## src/rtl/mat_acc_pkg.sv

```systemverilog
`default_nettype none
// ============================================================================
// Module   : mat_acc_pkg
// Purpose  : Shared types and constants for the 2x2 matrix accelerator.
// Revision : 1.0 - initial release
// ============================================================================
package mat_acc_pkg;

    localparam int DATA_W = 8;
    localparam int N      = 2;

    typedef logic [DATA_W-1:0] elem_t;
    typedef elem_t [N-1:0][N-1:0] mat_t;

    typedef enum logic [1:0] {
        LOAD  = 2'd0,
        RUN   = 2'd1,
        DRAIN = 2'd2
    } loader_state_e;

endpackage
`default_nettype wire

```

## src/rtl/mat_stream_loader_if.sv

```systemverilog
`default_nettype none
// ============================================================================
// Module   : mat_stream_loader_if
// Purpose  : Element input stream and result output stream of the loader.
// Revision : 1.0 - initial release
// ============================================================================
interface mat_stream_loader_if #(
    parameter int DATA_W = 8
) ();
    logic [DATA_W-1:0] in_data;
    logic              in_valid;
    logic              in_ready;
    logic [DATA_W-1:0] out_data;
    logic              out_valid;
    logic              out_ready;
    logic              out_last;

    modport slave (
        input  in_data, in_valid, out_ready,
        output in_ready, out_data, out_valid, out_last
    );

    modport master (
        output in_data, in_valid, out_ready,
        input  in_ready, out_data, out_valid, out_last
    );
endinterface
`default_nettype wire

```

## src/rtl/mat_c_serializer.sv

```systemverilog
`default_nettype none
// ============================================================================
// Module   : mat_c_serializer
// Purpose  : Captures result C and streams it out row-major, C11 flagged last.
// Revision : 1.0 - initial release
// ============================================================================
module mat_c_serializer #(
    parameter int DATA_W = 8,
    parameter int N      = 2
) (
    input  logic                             clk,
    input  logic                             rst_n,
    input  logic                             capture,
    input  logic [N-1:0][N-1:0][DATA_W-1:0] mat_C,
    input  logic                             out_ready,
    output logic [DATA_W-1:0]                out_data,
    output logic                             out_valid,
    output logic                             out_last,
    output logic                             drain_end
);

    logic [N-1:0][N-1:0][DATA_W-1:0] r_c;
    logic [1:0]                      r_out_cnt;
    logic                            r_valid;
    logic                            w_hs;

    assign w_hs      = r_valid && out_ready;
    assign out_valid = r_valid;
    assign out_data  = r_c[r_out_cnt[1]][r_out_cnt[0]];
    assign out_last  = r_valid && (r_out_cnt == 2'd3);
    assign drain_end = w_hs && (r_out_cnt == 2'd3);

    always_ff @(posedge clk or negedge rst_n) begin
        if (!rst_n) begin
            r_c       <= '0;
            r_out_cnt <= 2'd0;
            r_valid   <= 1'b0;
        end else if (capture) begin
            r_c       <= mat_C;
            r_out_cnt <= 2'd0;
            r_valid   <= 1'b1;
        end else if (w_hs) begin
            // Counter wraps 3 -> 0 on the last element, ready for the next result.
            r_out_cnt <= r_out_cnt + 2'd1;
            if (r_out_cnt == 2'd3) begin
                r_valid <= 1'b0;
            end
        end
    end

endmodule
`default_nettype wire

```

## src/rtl/mat_stream_loader.sv

```systemverilog
`default_nettype none
// ============================================================================
// Module   : mat_stream_loader
// Purpose  : Loads A/B from a stream, starts the multiplier, streams C back.
//            Optional RUN watchdog: define MAT_STREAM_LOADER_TIMEOUT_EN.
// Revision : 1.0 - initial release
// ============================================================================
module mat_stream_loader #(
    parameter int DATA_W         = 8,
    parameter int N              = 2,
    parameter int TIMEOUT_CYCLES = 256
) (
    input  logic                             clk,
    input  logic                             rst_n,
    mat_stream_loader_if.slave               strm,
    output logic [N-1:0][N-1:0][DATA_W-1:0] mat_A,
    output logic [N-1:0][N-1:0][DATA_W-1:0] mat_B,
    output logic                             start,
    input  logic [N-1:0][N-1:0][DATA_W-1:0] mat_C,
    input  logic                             done,
    output logic                             busy,
    output logic                             err
);
    import mat_acc_pkg::*;

    loader_state_e                   r_state;
    loader_state_e                   w_next;
    logic [2:0]                      r_in_cnt;
    logic [N-1:0][N-1:0][DATA_W-1:0] r_mat_a;
    logic [N-1:0][N-1:0][DATA_W-1:0] r_mat_b;
    logic                            w_in_hs;
    logic                            w_done_run;
    logic                            w_timeout;
    logic                            w_drain_end;

    assign w_in_hs        = (r_state == LOAD) && strm.in_valid;
    assign w_done_run     = (r_state == RUN) && done;
    assign strm.in_ready  = (r_state == LOAD);
    assign start          = (r_state == RUN);
    assign busy           = (r_state != LOAD);
    assign mat_A          = r_mat_a;
    assign mat_B          = r_mat_b;

`ifdef MAT_STREAM_LOADER_TIMEOUT_EN
    localparam int TO_W = $clog2(TIMEOUT_CYCLES + 1);

    logic [TO_W-1:0] r_wd_cnt;
    logic            r_err;

    // Counter equals the number of RUN cycles already elapsed; zero outside RUN.
    assign w_timeout = (r_state == RUN) && !done &&
                       (r_wd_cnt == TO_W'(TIMEOUT_CYCLES - 1));
    assign err       = r_err;

    always_ff @(posedge clk or negedge rst_n) begin
        if (!rst_n) begin
            r_wd_cnt <= '0;
            r_err    <= 1'b0;
        end else begin
            if (r_state != RUN) begin
                r_wd_cnt <= '0;
            end else begin
                r_wd_cnt <= r_wd_cnt + TO_W'(1);
            end
            if (w_timeout) begin
                r_err <= 1'b1;
            end
        end
    end
`else
    assign w_timeout = 1'b0;
    assign err       = 1'b0;
`endif

    always_comb begin
        w_next = r_state;
        case (r_state)
            LOAD: begin
                if (w_in_hs && (r_in_cnt == 3'd7)) begin
                    w_next = RUN;
                end
            end
            RUN: begin
                if (done) begin
                    w_next = DRAIN;
                end else if (w_timeout) begin
                    w_next = LOAD;
                end
            end
            DRAIN: begin
                if (w_drain_end) begin
                    w_next = LOAD;
                end
            end
            default: w_next = LOAD;
        endcase
    end

    always_ff @(posedge clk or negedge rst_n) begin
        if (!rst_n) begin
            r_state  <= LOAD;
            r_in_cnt <= 3'd0;
            r_mat_a  <= '0;
            r_mat_b  <= '0;
        end else begin
            r_state <= w_next;
            if (w_in_hs) begin
                // Element 7 wraps the counter to 0, so a new load starts clean.
                r_in_cnt <= r_in_cnt + 3'd1;
                if (!r_in_cnt[2]) begin
                    r_mat_a[r_in_cnt[1]][r_in_cnt[0]] <= strm.in_data;
                end else begin
                    r_mat_b[r_in_cnt[1]][r_in_cnt[0]] <= strm.in_data;
                end
            end
        end
    end

    mat_c_serializer #(
        .DATA_W (DATA_W),
        .N      (N)
    ) u_ser (
        .clk       (clk),
        .rst_n     (rst_n),
        .capture   (w_done_run),
        .mat_C     (mat_C),
        .out_ready (strm.out_ready),
        .out_data  (strm.out_data),
        .out_valid (strm.out_valid),
        .out_last  (strm.out_last),
        .drain_end (w_drain_end)
    );

endmodule
`default_nettype wire

```

## src/flat_wrapper.sv

```systemverilog
// flat-port wrapper written by rule: the top's interface ports become plain ports
module mat_stream_loader_flat import mat_acc_pkg::*;
#(
    parameter int DATA_W         = 8,
    parameter int N              = 2,
    parameter int TIMEOUT_CYCLES = 256
)
  (clk, rst_n, mat_A, mat_B, start, mat_C, done, busy, err, strm_in_data, strm_in_valid, strm_out_ready, strm_in_ready, strm_out_data, strm_out_valid, strm_out_last);
  mat_stream_loader_if #(.DATA_W(DATA_W)) strm_i ();
  input  logic clk;
  input  logic rst_n;
  output logic [N-1:0][N-1:0][DATA_W-1:0] mat_A;
  output logic [N-1:0][N-1:0][DATA_W-1:0] mat_B;
  output logic start;
  input  logic [N-1:0][N-1:0][DATA_W-1:0] mat_C;
  input  logic done;
  output logic busy;
  output logic err;
  input wire logic [$bits(strm_i.in_data)-1:0] strm_in_data;
  input wire logic [$bits(strm_i.in_valid)-1:0] strm_in_valid;
  input wire logic [$bits(strm_i.out_ready)-1:0] strm_out_ready;
  output wire logic [$bits(strm_i.in_ready)-1:0] strm_in_ready;
  output wire logic [$bits(strm_i.out_data)-1:0] strm_out_data;
  output wire logic [$bits(strm_i.out_valid)-1:0] strm_out_valid;
  output wire logic [$bits(strm_i.out_last)-1:0] strm_out_last;
  assign strm_i.in_data = strm_in_data;
  assign strm_i.in_valid = strm_in_valid;
  assign strm_i.out_ready = strm_out_ready;
  assign strm_in_ready = strm_i.in_ready;
  assign strm_out_data = strm_i.out_data;
  assign strm_out_valid = strm_i.out_valid;
  assign strm_out_last = strm_i.out_last;
  mat_stream_loader #(.DATA_W(DATA_W), .N(N), .TIMEOUT_CYCLES(TIMEOUT_CYCLES)) u_core (.clk(clk), .rst_n(rst_n), .strm(strm_i), .mat_A(mat_A), .mat_B(mat_B), .start(start), .mat_C(mat_C), .done(done), .busy(busy), .err(err));
endmodule
```

## config.mk

```make
export PLATFORM = sky130hd
export DESIGN_NAME = mat_stream_loader_flat
export DESIGN_NICKNAME = d
export VERILOG_FILES = /design/src/rtl/mat_acc_pkg.sv /design/src/rtl/mat_stream_loader_if.sv /design/src/rtl/mat_c_serializer.sv /design/src/rtl/mat_stream_loader.sv /design/src/flat_wrapper.sv
export SDC_FILE = /design/constraint.sdc
export NUM_CORES = 1
export LEC_CHECK = 0
export BUFFER_PORTS_ARGS = -buffer_cell sky130_fd_sc_hd__buf_2
export CAP_MARGIN = 15
export CORE_ASPECT_RATIO = 1.2
export CORE_MARGIN = 8
export CORE_UTILIZATION = 30
export DETAILED_ROUTE_END_ITERATION = 10
export PLACE_DENSITY_LB_ADDON = 0.1
export SETUP_SLACK_MARGIN = 0.05
export SYNTH_ARGS = -nofsm -noshare
export SYNTH_HDL_FRONTEND = slang
export SYNTH_SLANG_ARGS = --single-unit
```

## constraint.sdc

```tcl
create_clock -name clk -period 2 [get_ports clk]
set_input_delay 0.1 -clock clk [delete_from_list [all_inputs] [get_ports clk]]
set_output_delay 0.1 -clock clk [all_outputs]
set_load 0.1 [all_outputs]
```

==> flow_summary.yaml, run 1 <==
run_status:
  status: "completed"
timing:
  relSlewSlack: 0.6293
  period_share: 0.9196
  setup_viol: 0
  finalCriticalPeriod_ns: 1.839
  fin_skew_ns: 0.006843
  drv_slew: 0
  rsz0062_at_grt: "false"
  setup-tns-final_ns: 0
  hold_viol_final: 0
  fmaxAchievable_mhz: 543.7
  tightest_slew_ns: 0.5561
min_path:
  hold_start: "strm_out_ready"
  hp-class: "in -> reg"
  worstHoldPathCells: 3
  hold_path_end: "u_core.u_ser.r_out_cnt[1]$_DFFE_PN0P_"
route:
  via_per_inst: 4.537
  vias: 2736
  antenna_left: 0
  drt_pass1_iterations: 4
  wirelength_mm: 10.47
  drc_errors: 0
  first_iter_violations: 71
  wire_per_inst_um: 17.36
layout:
  antennaDiodeCount: 0
  drive_gt1_frac: 0.6121
  syn_to_final_growth_pct: 32.89
  fin_nets: 476
yosys:
  postSynthCellCount: 260
  ys_ff_latch: 104
  syn_area_um2: 4417
  synth_edf_count: 0
  synth_cell_types: 29
  synth_top_area_cell: "dfrtp_1"
  synth_top_area_share: 0.5892
  synth_seq_area_share: 0.5892
  synth_nets: 311
  synth_most_common_cell: "dfrtp_1"
  synth_ff_type: "dfrtp_1"
  synth-async-reset-ratio: 1.000
  synth_common_cells: "dfrtp_1 (104), mux2_2 (71), mux2_4 (26), mux4_2 (8), ha_1 (6)"
  yosysWarnings: 0
  yosys-top-cells-area: "dfrtp_1 (59%), mux2_2 (18%), mux2_4 (8.8%), mux4_2 (4.1%), buf_12 (1.8%)"
  syn_area_per_cell_um2: 16.99
clock_tree:
  clockBufferDepth: 2
  clock_latency_ns: 0.34
  cts_buffers: 9
  clock_sinks: 104
  cts_setup_buffers: 0
  clockRootBuffer: "clkbuf_16"
  tritoncts: "built"
  htree_levels: 3
  clk_pin_slew_ns: 0.06
global_route:
  grt_use_total: 0.1166
  grt_pass1_wl_mm: 17.01
  grt_pass1_vias: 3040
  antenna_found_initial: 0
  grt_max_degree: 105
  overflow: 0
worst_setup_path:
  ff2ff_path_depth: 3
  worstSetupPathType: "reg -> out"
  cp-end-kind: "output pin"
  crit_path_max_fanout: 10
  start_kind: "flop"
  reg2reg_to: "u_core.mat_B[2]$_DFFE_PN0P_"
  reg2reg_from: "u_core.r_state[1]$_DFFE_PN0P_"
  cp-startpoint: "u_core.u_ser.r_out_cnt[1]$_DFFE_PN0P_"
  required_ns: 1.90
  arrival_ns: 1.74
  worst-r2r-setup-slack_ns: 0.31
place:
  gp_congestion: 0.6672
  port_buffers: 121
  dp.final_hpwl_mm: 7.415
die:
  start_util: 0.3064
  die_area_um2: 18880
  die_height_um: 148.9
  die_x_um: 126.8
  num_rows: 48
  core-area_um2: 14410
  io_pins: 123
flow_run:
  maxCapViolCount: 0
critical path, stage by stage (launching register included):
cell and delay [ns]:
dfrtp_1 0.33, buf_4 0.22, mux4_2 0.54, buf_2 0.31
flip-flops by register name, indices dropped and copies added (netlist names):
register,count
u_core.u_ser.out_valid,1
u_core.mat_A,32
u_core.u_ser.r_out_cnt,2
u_core.u_ser.r_c,32
u_core.r_state,2
u_core.mat_B,32
u_core.r_in_cnt,3
worst max-delay path by stage:
stage	endpoint	slack [ns]	cells after the start
after floorplan	u_core.u_ser.r_c[0]$_DFFE_PN0P_	0.05	5
after global placement	u_core.mat_B[19]$_DFFE_PN0P_	0.31	3
after detailed placement	u_core.mat_B[3]$_DFFE_PN0P_	0.29	3
after CTS	strm_out_data[2]	0.08	2
after global routing	strm_out_data[1]	0.08	3
final	strm_out_data[1]	0.16	3
per-layer routing:
metal / vias to the layer above / track usage / part of all wire
met5: - / 0 / 0
met4: 0 / 0.05006 / 0.018
met3: 12 / 0.03684 / 0.068
met2: 90 / 0.1896 / 0.48
met1: 1378 / 0.1399 / 0.44
li1: 1256 / - / -
logic make-up (layout without fill, tap and decap cells):
group | after synthesis | in the layout | synth area share
AOI/OAI and AO/OA | 4 | 4 | 0.005948
xor gates and xnor gates | 2 | 2 | 0.003967
adders and majority gates | 6 | 6 | 0.01700
buffers and inverters | 14 | 182 | 0.03031
DFF | 104 | 104 | 0.5892
muxes | 107 | 107 | 0.3153
other | 1 | 1 | 0.0008490
and+or+nand+nor | 22 | 22 | 0.03740
repair_timing:
action / CTS / global route
hold buffers: 33 / 0
endpoints found under the hold margin: 136 / 0
setup endpoints to repair: 0 / 1
resized for setup: 0 / 1
cells in the final DEF, fill, tap and decap left out, drive strengths merged, types with 2 or more instances in the layout:
| master | instances |
|---|---|
| buf | 131 |
| dfrtp | 104 |
| mux2 | 99 |
| dlygate4sd3 | 33 |
| clkbuf | 11 |
| mux4 | 8 |
| nand2 | 8 |
| ha | 6 |
| inv | 4 |
| nor2 | 4 |
| nand4 | 3 |
| a21o | 2 |
| and2 | 2 |
| clkinv | 2 |
metrics by stage:
step / instance area (um^2) / utilization / setup WS [ns] / cells / hold slack [ns]
global route: 5869 / 0.4072 / 0.07680 / 603 / 0.05610
detailed placement: 5251 / 0.3643 / 0.2932 / 556 / 0.2225
CTS: 5868 / 0.4071 / 0.07997 / 603 / 0.03591
global placement: 5251 / 0.3643 / 0.3078 / 556 / 0.2200
floorplan: 4428 / - / 0.05435 / 260 / -0.1956
finish: 5869 / 0.4072 / 0.1607 / 603 / 0.04897
final cells by class:
class / count / area, um^2
Fill cell: 1333 / 8544
Clock inverter: 3 / 43.79
Clock buffer: 11 / 242.7
Timing Repair Buffer: 164 / 1054
Sequential cell: 104 / 2605
Multi-Input combinational cell: 142 / 1690
Tap cell: 175 / 219.0
Inverter: 4 / 15.01
Power of run 1 is left out: the tool's default activity adds up to more than one toggle a clock period on the data nets, which glitch-free logic cannot reach.
==> inputs of run 2 (changes only) <==
--- a/config.mk
+++ b/config.mk
@@ -12,7 +12,7 @@
 export CORE_UTILIZATION = 30
 export DETAILED_ROUTE_END_ITERATION = 10
 export PLACE_DENSITY_LB_ADDON = 0.1
-export SETUP_SLACK_MARGIN = 0.05
+export SETUP_SLACK_MARGIN = 0.4
 export SYNTH_ARGS = -nofsm -noshare
 export SYNTH_HDL_FRONTEND = slang
 export SYNTH_SLANG_ARGS = --single-unit
==> run 2 against run 1 <==
Effect of this change:
- die area is the same
- core utilization grew 2.0 points
- sequential share of layout area shrank 2.0 points
- worst setup slack gained 0.13 ns
- cell area grew 4.9%
- highest routed layer unchanged
==> flow_summary.yaml, run 2 (synthesized netlist as in run 1, its figures left out) <==
run_status:
  status: "completed"
layout:
  drive_gt1_frac: 0.6591
  antennaDiodeCount: 0
  fin_nets: 489
  multiInputGateArea_um2: 1797
  syn_to_final_growth_pct: 39.38
  final_common_cell: "buf_2"
  fillers: 1338
  seqCellArea_um2: 2610
  mostFrequentLayoutCells: "buf_2 (110), dfrtp_1 (98), mux2_2 (65), mux2_4 (33), dlygate4sd3_1 (33)"
worst_setup_path:
  cp-end-kind: "output pin"
  arrival_ns: 1.61
  start_kind: "flop"
  crit_path_max_fanout: 9
  required_ns: 1.90
  worstSetupPathType: "reg -> out"
clock_tree:
  tritoncts: "built"
  htree_levels: 3
  clock_sinks: 104
  clk_pin_slew_ns: 0.07
  clockRootBuffer: "clkbuf_16"
  clock_latency_ns: 0.34
  clockBufferDepth: 2
  cts_buffers: 9
timing:
  period_share: 0.8541
  finalCriticalPeriod_ns: 1.708
  setup_viol: 0
  fin_skew_ns: 0.004357
  rsz0062_at_grt: "true"
  drv_slew: 0
  fmaxAchievable_mhz: 585.4
  hold_viol_final: 0
  setup-tns-final_ns: 0
  tightest_slew_ns: 0.5165
  relSlewSlack: 0.6580
route:
  drc_errors: 0
  via_per_inst: 4.510
  drt_pass1_iterations: 3
  first_iter_violations: 84
  vias: 2787
  wire_per_inst_um: 17.76
  antenna_left: 0
  wirelength_mm: 10.98
die:
  die_x_um: 126.8
  die_height_um: 148.9
  die_area_um2: 18880
  start_util: 0.3064
  io_pins: 123
  core-area_um2: 14410
  num_rows: 48
flow_run:
  maxCapViolCount: 0
global_route:
  grt_max_degree: 57
  grt_use_total: 0.1205
  grt_pass1_wl_mm: 17.50
  grt_pass1_vias: 3101
  antenna_found_initial: 0
  overflow: 0
min_path:
  hp-class: "in -> reg"
place:
  gp_congestion: 0.6924
  port_buffers: 121
  dp.final_hpwl_mm: 7.729
run 2: changes by cell type in the layout (fill, tap and decap cells not counted), sizes merged:
cell and delta:
buf +13, bufinv -1, clkbuf -1, clkinv +1, clkinvlp +4, inv -1
run 2: critical path, stage by stage (launching register included):
cell,delay [ns]
dfrtp_1,0.37
buf_12,0.15
mux4_2,0.54
buf_8,0.20
run 2: through the flow:
stage | instance area, um^2 | instances | hold slack [ns] | utilization | setup slack, ns
after detailed placement | 5281 | 555 | 0.1128 | 0.3664 | 0.3278
after CTS | 6035 | 612 | 0.02711 | 0.4187 | 0.2548
after global placement | 5281 | 555 | 0.1087 | 0.3664 | 0.3562
final | 6156 | 618 | 0.04297 | 0.4271 | 0.2919
after global routing | 6156 | 618 | 0.04471 | 0.4271 | 0.2359
after floorplan | 4466 | 260 | -0.1956 | - | 0.06270
run 2: routing by layer:
layer | track usage | up-vias | routed length (um)
li1 | - | 1282 | -
met1 | 0.1415 | 1403 | 4657
met2 | 0.1976 | 89 | 5411
met3 | 0.03469 | 13 | 661
met4 | 0.06198 | 0 | 247
met5 | 0 | - | 0
run 2: what timing repair did:
action | in CTS | in global routing
pin swaps | 3 | 8
setup endpoints to repair | 62 | 64
gates resized for setup | 25 | 19
endpoints found under the hold margin | 66 | 0
hold buffers | 33 | 0
buffers inserted | 8 | 6
run 2: final timing paths:
path | start | end | slack, ns | cells after the start
min in group asynchronous | rst_n | u_core.mat_A[7]$_DFFE_PN0P_ | 0.26 | 2
worst max-delay path | u_core.u_ser.r_out_cnt[1]$_DFFE_PN0P_ | strm_out_data[3] | 0.29 | 3
worst min register to register | u_core.mat_A[18]$_DFFE_PN0P_ | u_core.mat_A[18]$_DFFE_PN0P_ | 0.50 | 1
worst max register to register | u_core.r_state[1]$_DFFE_PN0P_ | u_core.mat_A[15]$_DFFE_PN0P_ | 0.38 | 4
worst min-delay path | done | u_core.r_state[0]$_DFFE_PN0P_ | 0.04 | 3
max in group asynchronous | rst_n | u_core.u_ser.r_c[19]$_DFFE_PN0P_ | 1.06 | 3
run 2: layout make-up:
class                      count  area share
clock buffer                  10     0.03882
clock inverter                 6    0.007317
inverter                       4    0.003049
multi-input combinational    142      0.2919
sequential                   104      0.4240
tap                          175     0.03557
timing repair buffer         177      0.1994
Power of run 2 is left out for the same reason.
==> inputs of run 3 (changes only) <==
--- a/config.mk
+++ b/config.mk
@@ -5,6 +5,7 @@
 export SDC_FILE = /design/constraint.sdc
 export NUM_CORES = 1
 export LEC_CHECK = 0
+export ABC_AREA = 1
 export BUFFER_PORTS_ARGS = -buffer_cell sky130_fd_sc_hd__buf_2
 export CAP_MARGIN = 15
 export CORE_ASPECT_RATIO = 1.2
==> run 3 against run 2 <==
Effect of this change:
- sequential cell count is the same
- first-iteration DRC count grew to 3.1 times the previous value
- clock skew is 0.0043 ns higher
- largest cell class unchanged
- highest routed layer unchanged
==> flow_summary.yaml, run 3 <==
timing:
  setup_slack_ns: 0.3824
  period_share: 0.8088
  fin_skew_ns: 0.008613
  holdWs_ns: 0.08450
  relSlewSlack: 0.6506
  setup-tns-final_ns: 0
  hold_viol_final: 0
  setup_viol: 0
  fmaxAchievable_mhz: 618.2
  finalCriticalPeriod_ns: 1.618
  rsz0062_at_grt: "true"
  tightest_slew_ns: 0.5277
  drv_slew: 0
yosys:
  synth_most_common_cell: "nand2_1"
  synth_nets: 567
  synth_common_cells: "nand2_1 (295), dfrtp_1 (104), o21ai_0 (21), nor2_1 (19), inv_1 (15)"
  yosysWarnings: 0
  synth_top_area_share: 0.5970
  ys_ff_latch: 104
  synth_top_area_cell: "dfrtp_1"
  yosys-top-cells-area: "dfrtp_1 (60%), nand2_1 (25%), o21ai_0 (2.4%), ha_1 (1.7%), nor2_1 (1.6%)"
  synth_cell_types: 19
  syn_area_um2: 4359
  synth_seq_area_share: 0.5970
  synth_ff_type: "dfrtp_1"
  synth-async-reset-ratio: 1.000
  postSynthCellCount: 516
  synth_edf_count: 0
  syn_area_per_cell_um2: 8.448
worst_setup_path:
  slowest_stage: "dfrtp_1"
  required_ns: 1.90
  worstSetupPathType: "reg -> out"
  start_kind: "flop"
  worst-r2r-setup-slack_ns: 0.55
  cpPeakStageDelay_ns: 0.43
  crit_path_max_fanout: 4
  cp-end-kind: "output pin"
  cp_cell_sequence: "clkinvlp_4 > buf_4 > o21ai_2 > o22ai_4 > buf_12"
  arrival_ns: 1.52
route:
  via_per_inst: 4.427
  first_iter_violations: 258
  vias: 3763
  drc_errors: 0
  wire_per_inst_um: 16.02
  wirelength_mm: 13.62
  antenna_left: 0
  drt_pass1_iterations: 4
global_route:
  grt_use_total: 0.1531
  grt_max_degree: 41
  grt_pass1_wl_mm: 22.46
  grt_pass1_vias: 4037
  antenna_found_initial: 0
  overflow: 0
clock_tree:
  clock_sinks: 104
  clockRootBuffer: "clkbuf_16"
  htree_levels: 3
  cts_buffers: 9
  tritoncts: "built"
  clock_latency_ns: 0.35
  clk_pin_slew_ns: 0.08
  clockBufferDepth: 2
place:
  dp.final_hpwl_mm: 9.632
  place_area_um2: 5395
  gp_congestion: 0.8106
  pre_cts_ws_ns: 0.4452
  port_buffers: 121
layout:
  antennaDiodeCount: 0
  fin_area_um2: 6178
  syn_to_final_growth_pct: 41.73
  fin_nets: 721
  final_common_cell: "nand2_1"
  fillers: 1464
  drive_gt1_frac: 0.2785
  mostFrequentLayoutCells: "nand2_1 (294), buf_2 (109), dfrtp_1 (103), dlygate4sd3_1 (34)"
die:
  core-area_um2: 14290
  die_area_um2: 18660
  io_pins: 123
  start_util: 0.3050
  die_x_um: 126.0
  num_rows: 48
  die_height_um: 148.1
min_path:
  hp-class: "in -> reg"
run_status:
  status: "completed"
flow_run:
  maxCapViolCount: 0
run 3: cell type report:
class                      instances  area, um^2  share of cell area
inverter                          16       66.31             0.01073
multi-input combinational        376        1802              0.2916
sequential                       104        2604              0.4214
clock buffer                       9       225.2             0.03645
timing repair buffer             163        1201              0.1944
tap                              175       219.0             0.03544
clock inverter                     7       61.31            0.009923
run 3: worst paths after layout:
check / startpoint / to / depth (start not counted)
max in group asynchronous: rst_n / u_core.mat_B[18]$_DFFE_PN0P_ / 3
min reg2reg: u_core.mat_B[26]$_DFFE_PN0P_ / u_core.mat_B[26]$_DFFE_PN0P_ / 2
min: strm_in_data[3] / u_core.mat_A[3]$_DFFE_PN0P_ / 3
min in group asynchronous: rst_n / u_core.u_ser.r_c[4]$_DFFE_PN0P_ / 2
max: u_core.u_ser.r_out_cnt[1]$_DFFE_PN0P_ / strm_out_data[6] / 5
max reg2reg: u_core.r_state[0]$_DFFE_PN0P_ / u_core.u_ser.r_c[22]$_DFFE_PN0P_ / 6
run 3: metrics by stage:
stage,std cells,util
after CTS,850,0.4283
after floorplan,516,-
after global routing,850,0.4322
after global placement,797,0.3775
final,850,0.4322
after detailed placement,797,0.3775
run 3: logic make-up (layout without fill, tap and decap cells):
| kind of cell | after synthesis | after routing | synth area share |
|---|---|---|---|
| and+or+nand+nor | 337 | 337 | 0.3100 |
| DFF | 104 | 104 | 0.5970 |
| buffers and inverters | 36 | 195 | 0.03502 |
| AOI/OAI and AO/OA | 31 | 31 | 0.03789 |
| adders and majority gates | 6 | 6 | 0.01722 |
| other | 1 | 1 | 0.0008603 |
| xor gates and xnor gates | 1 | 1 | 0.002010 |
run 3: worst max-delay path: cells and delay by family (launching register included):
family | cells | cell delay [ns]
compound gates | 2 | 0.25
flops | 1 | 0.43
buf+inv | 3 | 0.49
run 3: layer usage:
metal  part of all wire  vias to the layer above  track usage
met5                  0                        -            0
met2               0.49                       90       0.2555
met3              0.060                       12      0.04764
met4              0.011                        0      0.04159
met1               0.44                     1760       0.1874
li1                   -                     1901            -
run 3: repair_timing:
item | in CTS | in global routing
gates resized for setup | 33 | 15
pin swaps | 1 | 0
setup buffers | 3 | 0
endpoints found under the hold margin | 67 | 0
hold buffers | 34 | 0
endpoints found under the setup margin | 11 | 11
Power of run 3 is left out for the same reason.
